**config.mk**
```make
export PLATFORM = sky130hd
export DESIGN_NAME = seg7_scan_ctrl
export DESIGN_NICKNAME = d
export VERILOG_FILES = /design/src/rtl/seg7_pkg.sv /design/src/rtl/bcd_seg7_lut.sv /design/src/rtl/seg7_scan_ctrl.sv
export SDC_FILE = /design/constraint.sdc
export NUM_CORES = 1
export LEC_CHECK = 0
export ABC_AREA = 1
export CAP_MARGIN = 20
export CORE_MARGIN = 1.5
export CORE_UTILIZATION = 57
export CTS_BUF_LIST = sky130_fd_sc_hd__clkbuf_2 sky130_fd_sc_hd__clkbuf_4 sky130_fd_sc_hd__clkbuf_8
export DETAILED_ROUTE_END_ITERATION = 6
export PLACE_DENSITY = 0.91
export SYNTH_ARGS = -nofsm -noshare
export SYNTH_HDL_FRONTEND = slang
export SYNTH_SLANG_ARGS = --single-unit
```
**constraint.sdc**
```tcl
create_clock -name clk -period 1.8 [get_ports clk]
set_input_delay 0.27 -clock clk [delete_from_list [all_inputs] [get_ports clk]]
set_output_delay 0.27 -clock clk [all_outputs]
set_load 0.01 [all_outputs]
```
**src/rtl/seg7_pkg.sv**
```systemverilog
// seg7_pkg
//   Shared definitions for the 7-segment scan controller:
//     - state_t    : scan FSM states (ST_BLANK, ST_SHOW)
//     - SEG_BLANK  : all-segments-off pattern
//     - SEG_TABLE  : 16-entry nibble -> segment table, gfedcba order,
//                    active-high; codes 10..15 are invalid BCD and blank.
//     - seg_decode : table lookup helper
package seg7_pkg;

    typedef enum logic {
        ST_BLANK = 1'b0,
        ST_SHOW  = 1'b1
    } state_t;

    localparam logic [6:0] SEG_BLANK = 7'h00;

    localparam logic [6:0] SEG_TABLE [16] = '{
        7'h3F, 7'h06, 7'h5B, 7'h4F, 7'h66,
        7'h6D, 7'h7D, 7'h07, 7'h7F, 7'h6F,
        SEG_BLANK, SEG_BLANK, SEG_BLANK,
        SEG_BLANK, SEG_BLANK, SEG_BLANK
    };

    function automatic logic [6:0] seg_decode(input logic [3:0] nib);
        return SEG_TABLE[nib];
    endfunction

endpackage

```
**src/rtl/bcd_seg7_lut.sv**
```systemverilog
// bcd_seg7_lut
//   Combinational BCD-to-7-segment decoder built on the package table.
//   Ports:
//     nib  in  4  BCD nibble
//     seg  out 7  segment pattern, gfedcba order, active-high;
//                 invalid codes (10..15) give all segments off.
module bcd_seg7_lut
    import seg7_pkg::*;
(
    input  logic [3:0] nib,
    output logic [6:0] seg
);

    always_comb begin
        seg = seg_decode(nib);
    end

endmodule

```
**src/rtl/seg7_scan_ctrl.sv**
```systemverilog
// seg7_scan_ctrl
//   Time-multiplexed scan controller for a multi-digit 7-segment bank.
//   A packed BCD word is captured into a shadow register via a load/ready
//   handshake; digits are lit one at a time for DWELL_CYC cycles with a
//   BLANK_CYC all-off gap between them. seg/dig_en are registered and
//   follow the FSM state by one cycle.
//   Ports:
//     clk     in   1             rising-edge clock
//     rst     in   1             synchronous reset, active-high
//     load    in   1             capture request for bcd_in
//     bcd_in  in   4*NUM_DIGITS  packed BCD, digit 0 in bits [3:0]
//     ready   out  1             load is accepted this cycle when high
//     seg     out  7             segment drive, gfedcba order, active-high
//     dig_en  out  NUM_DIGITS    one-hot digit enable, zero while blanking
//   Configuration macro:
//     LZ_BLANK_EN  when defined, leading zeros are suppressed (digit 0
//                  always shows); otherwise every digit is decoded.
module seg7_scan_ctrl
    import seg7_pkg::*;
#(
    parameter int unsigned NUM_DIGITS = 4,
    parameter int unsigned DWELL_CYC  = 50000,
    parameter int unsigned BLANK_CYC  = 500,
    parameter int unsigned CNT_W      = 16
) (
    input  logic                    clk,
    input  logic                    rst,
    input  logic                    load,
    input  logic [4*NUM_DIGITS-1:0] bcd_in,
    output logic                    ready,
    output logic [6:0]              seg,
    output logic [NUM_DIGITS-1:0]   dig_en
);

    localparam int unsigned IDX_W = $clog2(NUM_DIGITS);

    state_t                  state_q, state_d;
    logic [CNT_W-1:0]        timer_q, timer_d;
    logic [IDX_W-1:0]        idx_q, idx_d;
    logic [4*NUM_DIGITS-1:0] shadow_q, shadow_d;
    logic [3:0]              disp_nib_q, disp_nib_d;
    logic [6:0]              seg_q, seg_d;
    logic [NUM_DIGITS-1:0]   dig_en_q, dig_en_d;

    logic                    blank_done;
    logic                    show_done;
    logic [3:0]              cur_nib;
    logic [6:0]              lut_seg;

`ifdef LZ_BLANK_EN
    logic                    lz_q, lz_d;
    logic                    upper_zero;
`endif

    bcd_seg7_lut u_lut (
        .nib (disp_nib_q),
        .seg (lut_seg)
    );

    always_comb begin
        blank_done = (state_q == ST_BLANK) && (timer_q == CNT_W'(BLANK_CYC - 1));
        show_done  = (state_q == ST_SHOW)  && (timer_q == CNT_W'(DWELL_CYC - 1));
    end

    // Nibble of the digit about to be shown (and, for leading-zero
    // suppression, whether it and everything above it is zero).
    always_comb begin
        cur_nib = 4'h0;
`ifdef LZ_BLANK_EN
        upper_zero = 1'b0;
`endif
        for (int unsigned i = 0; i < NUM_DIGITS; i++) begin
            if (idx_q == IDX_W'(i)) begin
                cur_nib = shadow_q[4*i +: 4];
`ifdef LZ_BLANK_EN
                upper_zero = (i != 0) && ((shadow_q >> (4*i)) == '0);
`endif
            end
        end
    end

    always_comb begin
        state_d    = state_q;
        timer_d    = timer_q + 1'b1;
        idx_d      = idx_q;
        shadow_d   = shadow_q;
        disp_nib_d = disp_nib_q;
`ifdef LZ_BLANK_EN
        lz_d       = lz_q;
`endif

        // The SHOW-entry cycle is the only one where a load is refused.
        ready = ~blank_done;
        if (load && ready) begin
            shadow_d = bcd_in;
        end

        case (state_q)
            ST_BLANK: begin
                if (blank_done) begin
                    state_d    = ST_SHOW;
                    timer_d    = '0;
                    disp_nib_d = cur_nib;
`ifdef LZ_BLANK_EN
                    lz_d       = upper_zero;
`endif
                end
            end
            ST_SHOW: begin
                if (show_done) begin
                    state_d = ST_BLANK;
                    timer_d = '0;
                    idx_d   = (idx_q == IDX_W'(NUM_DIGITS - 1)) ? '0 : idx_q + 1'b1;
                end
            end
            default: begin
                state_d = ST_BLANK;
                timer_d = '0;
            end
        endcase

        // Output registers follow the current state one cycle later.
        dig_en_d = '0;
        seg_d    = SEG_BLANK;
        if (state_q == ST_SHOW) begin
            dig_en_d = NUM_DIGITS'(1) << idx_q;
`ifdef LZ_BLANK_EN
            seg_d    = lz_q ? SEG_BLANK : lut_seg;
`else
            seg_d    = lut_seg;
`endif
        end
    end

    always_ff @(posedge clk) begin
        if (rst) begin
            state_q    <= ST_BLANK;
            timer_q    <= '0;
            idx_q      <= '0;
            shadow_q   <= '0;
            disp_nib_q <= '0;
            seg_q      <= SEG_BLANK;
            dig_en_q   <= '0;
`ifdef LZ_BLANK_EN
            lz_q       <= 1'b0;
`endif
        end else begin
            state_q    <= state_d;
            timer_q    <= timer_d;
            idx_q      <= idx_d;
            shadow_q   <= shadow_d;
            disp_nib_q <= disp_nib_d;
            seg_q      <= seg_d;
            dig_en_q   <= dig_en_d;
`ifdef LZ_BLANK_EN
            lz_q       <= lz_d;
`endif
        end
    end

    assign seg    = seg_q;
    assign dig_en = dig_en_q;

endmodule
```
-- Word level (Yosys, flattened, before mapping)
Memory sizes are Yosys's and may differ from the RTL's. A register that Yosys moved wholly into a read port is not among the register bits.
Index checks and enable logic that the tools add are counted.
W data, S select, Z words.
- memories kept: 1
- bits in read-only memories: 112
- word-level logic and storage cells: 36
- register bits: 43
- output and inout bits: 12
- input port bits: 19
- memories (name ; words ; width ; read ports ; clocked after memory_dff ; write ports ; RTL line ; RTL):
    (name not given) ; 16 ; 7 ; 1 ; 1 ; 0 ; seg7_pkg.sv:25 ; return SEG_TABLE[nib];
- shift-type cells: 1
- add/sub/neg operators: 2
- eq/ne operators: 5
- bitwise operators: 3
- reductions and logical operators: 7
- muxes and demuxes: 11
- operators by type and width (operator ; count):
    $mux W16 ; 2
    $pmux W16 S2 ; 1
    $add A16 B1 Y16 const B ; 1
    $eq A16 B16 Y1 const B ; 1
    $eq A16 B9 Y1 const B ; 1
    $mux W4 ; 4
    $not A4 Y5 ; 1
    $eq A2 B2 Y1 const B ; 2
    $reduce_and A2 Y1 ; 2
    $shl A1 B2 Y4 const A ; 1
    $logic_and A1 B1 Y1 ; 3
    $add A2 B1 Y2 const B ; 1
    $eq A2 B1 Y1 const B ; 1
    $logic_not A2 Y1 ; 1
    $mux W1 ; 2
    $mux W2 ; 1
    $not A1 Y1 ; 2
    $pmux W1 S2 ; 1
    $reduce_or A2 Y1 ; 1

-- Depth between registers and ports, before layout
- word-level depth: 5
- depth in mapped cells: 11
- gate-level depth less buffers: 10

-- Hierarchy
Synthesis repeated with hierarchy kept, for this count alone.
- cell total of the unflattened synthesis: 378
- area total of the unflattened synthesis: 2603.7 µm²
- by module, submodules not included (module ; times used ; seq. area each (µm²) ; area each (µm²) ; cells each):
    seg7_scan_ctrl ; 1 ; 1001.0 ; 2378.5 ; 335
    bcd_seg7_lut ; 1 ; 0.0 ; 225.2 ; 43

-- Worst setup path after synthesis
Ideal clock, no wire load.
- kind: flip-flop to flip-flop
- from: reg timer_q[0]
- to: reg shadow_q[10]
- clock period less this slack: 1.477 ns
- data required time: 1.685 ns
- buffers on the path: 2
- arrival: 1.362 ns
- path slack: 0.323 ns
- setup time: 0.115 ns
- stages on the path, launching flop included: 11
- cells stage by stage: dfxtp_1 -> ha_1 -> inv_1 -> nor2_1 -> nand2_1 -> nor2_4 -> nand2_2 -> buf_6 -> buf_6 -> a21oi_1 -> nor2_1
- word-level cells in the longest chain between the ends: 4
- RTL lines (item ; RTL line ; RTL):
    start, declared ; seg7_scan_ctrl.sv:38 ; logic [CNT_W-1:0] timer_q, timer_d;
    start signal, assigned ; seg7_scan_ctrl.sv:149 ; timer_q <= timer_d;
    $eq A16 B9 Y1 ; seg7_scan_ctrl.sv:61 ; blank_done = (state_q == ST_BLANK) && (timer_q == CNT_W'(BLANK_CYC - 1));
    $logic_and A1 B1 Y1 ; seg7_scan_ctrl.sv:61 ;
    $not A1 Y1 ; seg7_scan_ctrl.sv:93 ; ready = ~blank_done;
    named net ready ; seg7_scan_ctrl.sv:30 ; output logic ready,
    $logic_and A1 B1 Y1 ; seg7_scan_ctrl.sv:94 ; if (load && ready) begin
    end signal, assigned ; seg7_scan_ctrl.sv:151 ; shadow_q <= shadow_d;
    end, declared ; seg7_scan_ctrl.sv:40 ; logic [4*NUM_DIGITS-1:0] shadow_q, shadow_d;
The timed path passes the listed nets, and every way through them passes these cells.
A chain may end at the register's enable or synchronous reset.

-- Worst setup path in the final report
- from: reg timer_q[0]
- to: out ready
- word-level cells in the longest chain between the ends: 3
- RTL lines (item ; RTL line):
    $eq A16 B9 Y1 ; seg7_scan_ctrl.sv:61
    $logic_and A1 B1 Y1 ; seg7_scan_ctrl.sv:61
    $not A1 Y1 ; seg7_scan_ctrl.sv:93
    end, declared ; seg7_scan_ctrl.sv:30
No other way between the ends.

==> results.md <==
* Count of distinct cell types in the synthesized netlist at 25
* Sequential-to-total area share from yosys stat at 0.404
* Vias per cell at 5.20
* Via count of the first global-routing pass at 2052
* First-pass DRT Iterations at 5
* Clock-pin slew of the registers on the worst-case setup and hold paths at 90 ps
* Area of the die at 4750 um2
* DIE WIDTH at 68.9 um
* Root Buffer: clkbuf_8
* Global-route wire length before repair at 8810 um
* Final Cycle Share at 0.926
* Final critical path time including I/O delays and setup at 1670 ps
* Final Skew at 12.5 ps
* Slowest library cell on the worst path: dfxtp_2
* Total track usage at 0.247
* Yosys reg bits at 50
* Port buffer count at 30
* CTS sink cnt at 50
* EDFF count, synth at 0
* Num CTS Buffers at 5
* Dominant cell type by area after synthesis: dfxtp_1
* Congestion Overflow GR at 0
* Dominant cells by area after synthesis: dfxtp_1 (40%), nor2_1 (12%), nand2_1 (11%)
* Synth top cells by count: nor2_1 (78), nand2_1 (75), dfxtp_1 (50)
* Maximum vdd drop at 0.568 mV
* Pin slew with the least headroom to its limit at 294 ps
* Pwr/cell area at 675 nW/um2
* Clock tree buffer depth at 2
* Worst setup path class: reg2out
* Total number of vias at 2298
* Run status: finished, final reports clean
* Type of element capturing the critical path: output port
* TritonCTS clock tree: done
* Initial antenna violation count at 0
* Routed wire per std cell at 11.8 um
* Final sum of negative setup slack at 0 ps
* Die H at 68.9 um
* Maximum single-stage delay on the critical path at 350 ps
* Largest net degree at the start of global routing at 33
* Post-CTS setup repair buffer count at 0
* Count of yosys warnings during synthesis at 0
* Clock Latency Late Sink at 310 ps
* Placeable core region at 4090 um2
* Required time at the worst-slack endpoint at 1530 ps
* Fraction of post-synthesis cell area in the top cell type by area at 0.404
* Setup repair after global routing missed its margin: false
* Number of nets in the synthesized netlist at 380
* Max_cap viols at 0
* Tightest Hold Check Type: reg2reg
* Static leakage at 0.00127 uW
* Number of H-tree levels at 2
* Max FO, Critical Path at 5
* DPL Wire Length at 3780 um
* Detailed router's first-iteration violation count at 147
* Relative slew slack at 0.802
* Number of antenna-violating nets in the routed design at 0
* Routed wire length at 5220 um
* Area growth syn-to-layout at 20.9%
* Count of pins over their slew limit at 0
* Number of cells produced by synthesis at 350
* Element type at the critical path start: flip-flop
* Most instantiated library cell after synthesis: nor2_1
* Maximum clock frequency at 600 MHz
* Layout net count at 421
* Num ports at 31
* Synthesized area per cell at 7.07 um2
* Final-report setup violation count at 0
* Arrival time worst endpoint at 1400 ps
* RePlAce Congestion at 0.916
* Total of hold buffers inserted after clock tree synthesis at 0
* Residual DRC count at 0
* Row Count at 23
* FFs w/ async S/R, synth at 0
* Hold Violations, Final at 0
* Initial core utilization at 0.606
* # diodes at 0
* Cell chain of the critical path: ha_2, inv_1, nor2_2, nand2_1, nor2_4, nand2_2, clkbuf_2
* Share of post-route cells with drive strength above 1 at 0.0918
* Post-synthesis instance area at 2470 um2
* Predominant post-synthesis flop cell: dfxtp_1
* Share of the core filled with cells in the final layout at 0.732
==> timing repair <==
item | CTS | global route
endpoints found under the setup margin | 1 | 1
pin swaps | 0 | 0
gates resized for setup | 5 | 2
==> where the power goes <==
| part | internal (uW) | switching, uW | leakage (uW) |
|---|---|---|---|
| Clock | 317 | 394 | 0.0000478 |
| Combinational | 85.3 | 66.6 | 0.000818 |
| Sequential | 1140 | 20.4 | 0.000408 |
==> sequential cells by signal, indices dropped and copies added (netlist names) <==
name	flops
idx_q	2
seg	7
timer_q	16
shadow_q	16
dig_en	4
state_q	1
disp_nib_q	4
==> path summary, 6_finish.rpt <==
path,startpoint,to,slack (ps),cells past startpoint
hold / removal,timer_q[0],timer_q[0],440,1
setup reg to reg,timer_q[0],timer_q[12],240,8
setup / recovery,timer_q[0],ready,130,7
hold reg to reg,timer_q[0],timer_q[0],440,1
==> kinds of logic (layout without fill, tap and decap cells) <==
logic type / count (synthesis) / count (layout) / synth area share
adders and majority gates: 11 / 11 / 0.0556
buffers and inverters: 44 / 86 / 0.0773
DFF: 50 / 50 / 0.404
xor gates and xnor gates: 8 / 8 / 0.0283
AOI/OAI and AO/OA: 32 / 32 / 0.0688
and+or+nand+nor: 205 / 205 / 0.366
==> layout make-up <==
cell class | instances | area (um2)
multi-input cells | 256 | 1290
clock inverters | 2 | 16.3
flip-flops and latches | 50 | 1000
clock buffers | 6 | 82.6
inverters | 34 | 128
well taps | 50 | 62.6
fillers | 336 | 1090
repair buffers | 44 | 413
==> placed cells by master (no fill, tap or decap), drive strengths merged, types with 5 or more instances in the layout <==
| cell | Yosys | layout |
|---|---|---|
| nand4 | 5 | 5 |
| clkbuf | 3 | 7 |
| nor2 | 80 | 80 |
| nand2 | 79 | 79 |
| clkdlybuf4s50 | 0 | 29 |
| a21oi | 24 | 24 |
| buf | 7 | 14 |
| ha | 11 | 11 |
| dfxtp | 50 | 50 |
| nor3 | 7 | 7 |
| nand3b | 16 | 16 |
| inv | 34 | 35 |
| nand3 | 17 | 17 |
==> worst max-delay path: cells and delay by family (launching register included) <==
kind	cells	cell delay (ps)
DFF	1	350
and+or+nand+nor	4	360
buffers and inverters	2	190
adders and majority gates	1	190
==> layer usage <==
layer	wire length, um	vias to the layer above	share of wire	global-route usage
li1	-	1187	-	-
met1	2380	1013	0.46	0.321
met2	2460	88	0.47	0.394
met3	311	10	0.060	0.0601
met4	71	0	0.014	0.0956
met5	0	-	0	0
==> metrics by stage <==
stage	cell area, um2	power, uW	cells	setup slack [ps]	hold WS (ps)
3_3_place_gp	2890	1320	434	136	429
6_report	2990	2020	442	133	437
2_1_floorplan	2470	1260	350	323	339
4_1_cts	3000	2010	442	8.19	420
3_5_place_dp	2890	1330	434	143	435
5_1_grt	2990	2090	442	27.9	452
Note: power is estimated with default switching activity, not from simulation.
